**config.mk**
```make
export PLATFORM = sky130hd
export DESIGN_NAME = prio_resolver_tree
export DESIGN_NICKNAME = d
export VERILOG_FILES = /design/src/rtl/prio_resolver_tree.sv
export SDC_FILE = /design/constraint.sdc
export NUM_CORES = 1
export LEC_CHECK = 0
export ABC_CLOCK_PERIOD_IN_PS = 5470
export BUFFER_PORTS_ARGS = -buffer_cell sky130_fd_sc_hd__buf_4
export CAP_MARGIN = 20
export CORE_ASPECT_RATIO = 0.8
export CORE_UTILIZATION = 58
export CTS_CLUSTER_SIZE = 24
export DETAILED_ROUTE_END_ITERATION = 12
export PLACE_DENSITY = 0.85
export SLEW_MARGIN = 20
export SYNTH_ARGS = -nofsm -noshare
export SYNTH_HDL_FRONTEND = slang
export SYNTH_SLANG_ARGS = --single-unit
export TNS_END_PERCENT = 20
```
**constraint.sdc**
```tcl
create_clock -name clk -period 5.47 [get_ports clk]
set_input_delay 0.547 -clock clk [delete_from_list [all_inputs] [get_ports clk]]
set_output_delay 0.547 -clock clk [all_outputs]
set_load 0.01 [all_outputs]
```
**src/rtl/prio_resolver_tree.sv**
```systemverilog
// Per-lane priority resolver: NUM_PIPES candidate rules reduced through a registered
// binary comparison tree, with winning pipe index and a saturating hit counter.
module prio_resolver_tree #(
  parameter  int NUM_PIPES   = 4,
  parameter  int NUM_LANES   = 2,
  parameter  int RULE_ID     = 14,
  parameter  int HIGHER_WINS = 1,
  parameter  int CNT_WIDTH   = 16,
  localparam int LEVELS      = $clog2(NUM_PIPES),
  localparam int PIDX_W      = (LEVELS > 1) ? LEVELS : 1
) (
  input  logic                                 clk,
  input  logic                                 RSTn,
  input  logic [NUM_LANES-1:0]                 valid_in,
  input  logic [NUM_LANES*NUM_PIPES*RULE_ID-1:0] rule_in,
  input  logic [NUM_LANES*NUM_PIPES-1:0]       act_valid_in,
  input  logic                                 cnt_clr,
  output logic [NUM_LANES*RULE_ID-1:0]         rule_id_out,
  output logic [NUM_LANES*PIDX_W-1:0]          pipe_idx_out,
  output logic [NUM_LANES-1:0]                 data_valid_out,
  output logic [NUM_LANES-1:0]                 action_valid_out,
  output logic [NUM_LANES*CNT_WIDTH-1:0]       hit_cnt
);

  localparam int LEAVES = 1 << LEVELS;

  typedef struct packed {
    logic              cand;
    logic [PIDX_W-1:0] idx;
    logic [RULE_ID-1:0] rule;
  } node_t;

  // Left side wins ties so equal rules resolve to the lowest pipe index.
  function automatic node_t pick(input node_t a, input node_t b);
    node_t r;
    r = '0;
    if (a.cand && b.cand) begin
      if (HIGHER_WINS != 0) r = (a.rule >= b.rule) ? a : b;
      else                  r = (a.rule <= b.rule) ? a : b;
    end else if (a.cand) begin
      r = a;
    end else if (b.cand) begin
      r = b;
    end
    return r;
  endfunction

  node_t                leaf   [NUM_LANES][LEAVES];
  node_t                node_d [NUM_LANES][1:LEAVES-1];
  node_t                node_q [NUM_LANES][1:LEAVES-1];
  logic [NUM_LANES-1:0] dv_q   [LEVELS];
  logic [CNT_WIDTH-1:0] cnt_q  [NUM_LANES];

  // Heap layout: node n has children 2n and 2n+1; indices >= LEAVES are leaves.
  for (genvar l = 0; l < NUM_LANES; l++) begin : g_lane
    for (genvar p = 0; p < LEAVES; p++) begin : g_leaf
      if (p < NUM_PIPES) begin : g_real
        assign leaf[l][p] = {valid_in[l] & act_valid_in[l*NUM_PIPES+p], PIDX_W'(p),
                             rule_in[(l*NUM_PIPES+p)*RULE_ID +: RULE_ID]};
      end else begin : g_pad
        assign leaf[l][p] = '0;
      end
    end

    for (genvar n = 1; n < LEAVES; n++) begin : g_node
      if (2*n >= LEAVES) begin : g_bottom
        assign node_d[l][n] = pick(leaf[l][2*n-LEAVES], leaf[l][2*n+1-LEAVES]);
      end else begin : g_inner
        assign node_d[l][n] = pick(node_q[l][2*n], node_q[l][2*n+1]);
      end
    end

    assign rule_id_out[l*RULE_ID +: RULE_ID]     = node_q[l][1].rule;
    assign pipe_idx_out[l*PIDX_W +: PIDX_W]      = node_q[l][1].idx;
    assign action_valid_out[l]                   = node_q[l][1].cand;
    assign hit_cnt[l*CNT_WIDTH +: CNT_WIDTH]     = cnt_q[l];
  end

  assign data_valid_out = dv_q[LEVELS-1];

  always_ff @(posedge clk) begin
    if (!RSTn) begin
      for (int l = 0; l < NUM_LANES; l++)
        for (int n = 1; n < LEAVES; n++)
          node_q[l][n] <= '0;
      for (int i = 0; i < LEVELS; i++)
        dv_q[i] <= '0;
    end else begin
      node_q <= node_d;
      dv_q[0] <= valid_in;
      for (int i = 1; i < LEVELS; i++)
        dv_q[i] <= dv_q[i-1];
    end
  end

  always_ff @(posedge clk) begin
    if (!RSTn) begin
      for (int l = 0; l < NUM_LANES; l++)
        cnt_q[l] <= '0;
    end else begin
      for (int l = 0; l < NUM_LANES; l++) begin
        if (cnt_clr)
          cnt_q[l] <= '0;
        else if (dv_q[LEVELS-1][l] && node_q[l][1].cand && (cnt_q[l] != '1))
          cnt_q[l] <= cnt_q[l] + CNT_WIDTH'(1);
      end
    end
  end

endmodule

```
==> report_table.html <==
<table>
<tr><th>Metric</th><th>Value</th></tr>
<tr><th colspan="2">Outcome</th></tr>
<tr><td>Status</td><td>finished clean</td></tr>
<tr><th colspan="2">Global route</th></tr>
<tr><td>Global-route wire length before repair</td><td>33200 µm</td></tr>
<tr><td>Number of antenna violations at the first check in global routing</td><td>0</td></tr>
<tr><td>Fraction of met3 tracks used by global routing</td><td>0.0599</td></tr>
<tr><td>Most used routing layer</td><td>met2</td></tr>
<tr><td>Total gr overflow</td><td>0</td></tr>
<tr><td>Vias in the first global route</td><td>6672</td></tr>
<tr><td>Met1 track demand over resource</td><td>0.408</td></tr>
<tr><td>Met2 usage</td><td>0.446</td></tr>
<tr><td>Total track usage</td><td>0.289</td></tr>
<tr><td>Largest net degree at the start of global routing</td><td>32</td></tr>
<tr><th colspan="2">Critical path</th></tr>
<tr><td>Most prevalent standard cell on the critical path</td><td>sky130_fd_sc_hd__nand2_1</td></tr>
<tr><td>Maximum fanout along the worst path</td><td>16</td></tr>
<tr><td>Startpoint-to-endpoint class of the critical path</td><td>flip-flop to flip-flop</td></tr>
<tr><td>Reg-to-reg setup timing slack</td><td>2820 ps</td></tr>
<tr><td>Category of the worst setup path capture point</td><td>flip-flop</td></tr>
<tr><td>Required time at the endpoint of the critical path</td><td>5470 ps</td></tr>
<tr><td>Max stage delay on crit path</td><td>550 ps</td></tr>
<tr><td>Startpoint type of the worst setup path</td><td>flip-flop</td></tr>
<tr><td>R2R Path End</td><td>cnt_q[0][15]</td></tr>
<tr><td>Arr. time, crit path</td><td>2650 ps</td></tr>
<tr><td>Start of the worst register-to-register path</td><td>cnt_q[0][0]</td></tr>
<tr><td>Cell-by-cell listing of the critical path</td><td>ha_1 &gt; nand2_1 &gt; nor3_1 &gt; a41o_1 &gt; nand2_1</td></tr>
<tr><td>Worst R2R Path Depth</td><td>5</td></tr>
<tr><td>Slowest stage cell, crit path</td><td>sky130_fd_sc_hd__a41o_1</td></tr>
<tr><th colspan="2">Worst hold path</th></tr>
<tr><td>Number of cells on the worst hold path</td><td>2</td></tr>
<tr><td>Worst min-delay path class</td><td>primary input to flip-flop</td></tr>
<tr><td>Start point of the worst hold path</td><td>valid_in[1]</td></tr>
<tr><td>Worst Hold End</td><td>node_q[14]</td></tr>
<tr><th colspan="2">STA</th></tr>
<tr><td>Clk_skew</td><td>5.01 ps</td></tr>
<tr><td>Worst Max-Slew Pin Slew</td><td>1100 ps</td></tr>
<tr><td>Final setup fails</td><td>0</td></tr>
<tr><td>Setup tns final</td><td>0 ps</td></tr>
<tr><td>Fmax</td><td>377 MHz</td></tr>
<tr><td>Final slew viol count</td><td>0</td></tr>
<tr><td>Final critical delay including setup and external delays</td><td>2650 ps</td></tr>
<tr><td>Count of final hold-check violations</td><td>0</td></tr>
<tr><td>Worst relative slew slack</td><td>0.261</td></tr>
<tr><td>Setup repair after global routing missed its margin</td><td>no</td></tr>
<tr><td>Share of the clock period used by the worst path after layout</td><td>0.485</td></tr>
<tr><th colspan="2">Finish</th></tr>
<tr><td>Count of filler cells inserted in the layout</td><td>1058</td></tr>
<tr><td>Share of final-layout standard cells stronger than drive strength 1</td><td>0.220</td></tr>
<tr><td>Commonest non-fill, non-tap cells in the layout</td><td>sky130_fd_sc_hd__buf_4, sky130_fd_sc_hd__dfxtp_1, sky130_fd_sc_hd__inv_1</td></tr>
<tr><td>Leading cell type in the layout, fill and taps excluded</td><td>sky130_fd_sc_hd__buf_4</td></tr>
<tr><td>Antenna diode count</td><td>0</td></tr>
<tr><td>Post-layout net count</td><td>1275</td></tr>
<tr><td>Final Util</td><td>0.740</td></tr>
<tr><td>Area Growth Syn to Fin</td><td>22.3%</td></tr>
<tr><th colspan="2">Drt</th></tr>
<tr><td>Via/cell ratio</td><td>5.87</td></tr>
<tr><td>Via count of the routed design</td><td>7374</td></tr>
<tr><td>Antenna-violating nets left</td><td>0</td></tr>
<tr><td>DRC violation total after the first TritonRoute iteration</td><td>560</td></tr>
<tr><td>Post-detailed-route DRC marker count</td><td>0</td></tr>
<tr><td>First drt pass iteration count</td><td>5</td></tr>
<tr><td>Average wire per standard cell</td><td>16.7 µm</td></tr>
<tr><td>Total Wirelength</td><td>21000 µm</td></tr>
<tr><th colspan="2">Power and ir drop</th></tr>
<tr><td>Combinational group share of total power</td><td>0.177</td></tr>
<tr><td>Switching Fraction</td><td>0.262</td></tr>
<tr><td>Power density of the placed cells</td><td>269 nW/µm²</td></tr>
<tr><td>Fraction of power consumed by the clock network</td><td>0.426</td></tr>
<tr><td>Leak Pwr</td><td>4.69 nW</td></tr>
<tr><td>Net switching power of the design</td><td>0.720 mW</td></tr>
<tr><td>Int Power</td><td>2.03 mW</td></tr>
<tr><td>Fraction of power consumed by sequential logic</td><td>0.398</td></tr>
<tr><td>Peak VDD IR</td><td>0.291 mV</td></tr>
<tr><th colspan="2">Floorplanning</th></tr>
<tr><td>FP Rows</td><td>38</td></tr>
<tr><td>Initial cell density of the core</td><td>0.605</td></tr>
<tr><td>Area of the die</td><td>14900 µm²</td></tr>
<tr><td>Boundary Pins</td><td>193</td></tr>
<tr><td>Area of the core region</td><td>13800 µm²</td></tr>
<tr><td>Horizontal die dimension</td><td>136 µm</td></tr>
<tr><td>Die outline height</td><td>109 µm</td></tr>
<tr><th colspan="2">Place</th></tr>
<tr><td>Number of port buffers</td><td>192</td></tr>
<tr><td>Placer's final routability congestion estimate</td><td>1.04</td></tr>
<tr><td>HPWL reported at the end of detailed placement</td><td>15900 µm</td></tr>
<tr><th colspan="2">Clock tree</th></tr>
<tr><td>Total CTS buffers</td><td>17</td></tr>
<tr><td>Post-CTS Hold Buffers</td><td>0</td></tr>
<tr><td>Clock tree from TritonCTS</td><td>built</td></tr>
<tr><td>Count of instances resized after the clock tree is built</td><td>0</td></tr>
<tr><td>Number of post-CTS setup repair buffers</td><td>0</td></tr>
<tr><td>Clk Latency, worst-skew pair</td><td>410 ps</td></tr>
<tr><td>Number of levels in the clock H-tree</td><td>4</td></tr>
<tr><td>CTS Root Cell</td><td>sky130_fd_sc_hd__clkbuf_16</td></tr>
<tr><td>Clock Pin Slew Worst Setup and Hold Paths</td><td>60 ps</td></tr>
<tr><td>Buffers from clock root to sink, at most</td><td>2</td></tr>
<tr><td>Clock tree sinks</td><td>134</td></tr>
<tr><th colspan="2">Yosys</th></tr>
<tr><td>Number of synthesized register bits</td><td>134</td></tr>
<tr><td>Top_reg_cell synth</td><td>sky130_fd_sc_hd__dfxtp_1</td></tr>
<tr><td>Post-synthesis sequential area ratio</td><td>0.359</td></tr>
<tr><td>Share of flip-flops with an asynchronous set or reset</td><td>0</td></tr>
<tr><td>Netlist Area Pre-Place</td><td>8370 µm²</td></tr>
<tr><td>Nets in the synthesized netlist</td><td>1139</td></tr>
<tr><td>Average footprint of a synthesized cell</td><td>9.02 µm²</td></tr>
<tr><td>Synth unique cells</td><td>50</td></tr>
<tr><td>Ys Warns</td><td>0</td></tr>
<tr><td>EDFF count, synth</td><td>32</td></tr>
<tr><td>Mapped Cells</td><td>928</td></tr>
<tr><th colspan="2">Job</th></tr>
<tr><td>Number of max-capacitance violations reported</td><td>0</td></tr>
</table>
## how the worst max path moves through the flow
stage,startpoint,slack (ps),end
6_report,cnt_q[0][0],2820,cnt_q[0][15]
5_1_grt,cnt_q[0][0],2650,cnt_q[0][8]
4_1_cts,cnt_q[0][0],2820,cnt_q[0][15]
3_5_place_dp,rule_in[54],2620,node_q[61]
3_3_place_gp,rule_in[39],2730,node_q[64]
2_1_floorplan,rule_in[18],3040,node_q[72]
## layout make-up
cell class	count	area, µm²	area share
flip-flops and latches	134	3000	0.293
well taps	180	225	0.0220
clock buffers	18	450	0.0440
inverters	95	357	0.0348
repair buffers	196	1470	0.144
multi-input cells	620	4560	0.445
clock inverters	14	174	0.0170
## worst max-delay path, delay by kind of cell, from the launching register on
| family | cells | cell delay, ps |
|---|---|---|
| AOI/OAI and AO/OA | 1 | 550 |
| adders and majority gates | 1 | 250 |
| DFF | 1 | 430 |
| and+or+nand+nor | 3 | 1010 |
## synthesized netlist by cell type, types with 18 or more instances
master                       n  area share
sky130_fd_sc_hd__mux2i_1    41       0.049
sky130_fd_sc_hd__edfxtp_1   32        0.11
sky130_fd_sc_hd__inv_1      95       0.043
sky130_fd_sc_hd__o21ai_0    30       0.018
sky130_fd_sc_hd__o21a_1     46       0.041
sky130_fd_sc_hd__a211oi_1   32       0.029
sky130_fd_sc_hd__a22o_1     31       0.032
sky130_fd_sc_hd__dfxtp_1   102        0.24
sky130_fd_sc_hd__clkbuf_1   33       0.015
sky130_fd_sc_hd__nand3_1    18       0.011
sky130_fd_sc_hd__nor2_1     53       0.024
sky130_fd_sc_hd__nand2_1    53       0.024
sky130_fd_sc_hd__a21oi_1    76       0.045
sky130_fd_sc_hd__xor2_1     18       0.019
sky130_fd_sc_hd__ha_1       86        0.13
sky130_fd_sc_hd__buf_4      39       0.035
## stage by stage
step           power [mW]  instances  area [µm²]  worst slack (ps)  hold WS [ps]
2_1_floorplan        1.40        928        8370              3040           412
3_3_place_gp         1.57       1225        9610              2730           418
3_5_place_dp         1.59       1225        9610              2620           423
4_1_cts              2.76       1257       10200              2820           381
5_1_grt              2.87       1257       10200              2650           388
6_report             2.75       1257       10200              2820           394
## power by group through the flow
stage	Sequential (mW)	Clock (mW)	Combinational, mW
floorplan	1.10	0	0.297
global placement	1.11	0	0.463
detailed placement	1.11	0	0.476
CTS	1.09	1.19	0.482
global route	1.10	1.23	0.542
finish	1.09	1.17	0.486
## layer usage
| metal | vias up | part of all wire |
|---|---|---|
| li1 | 3610 | - |
| met1 | 3448 | 0.46 |
| met2 | 284 | 0.44 |
| met3 | 32 | 0.081 |
| met4 | 0 | 0.014 |
| met5 | - | 0 |
## registers in the layout, indices dropped and copies added, names as in the netlist
register          count
action_valid_out      2
cnt_q                32
dv_q                  4
pipe_idx_out          4
node_q               64
rule_id_out          28
## logic make-up after synthesis
group,Yosys count,synth area share
multiplexers,41,0.0490
AND/OR/NAND/NOR,180,0.102
adder cells (fa/ha/maj),86,0.128
flip-flops,134,0.359
XOR/XNOR,25,0.0261
buffers and inverters,174,0.0971
AO/OA/AOI/OAI,288,0.239
Note: power is estimated with default switching activity, not from simulation.
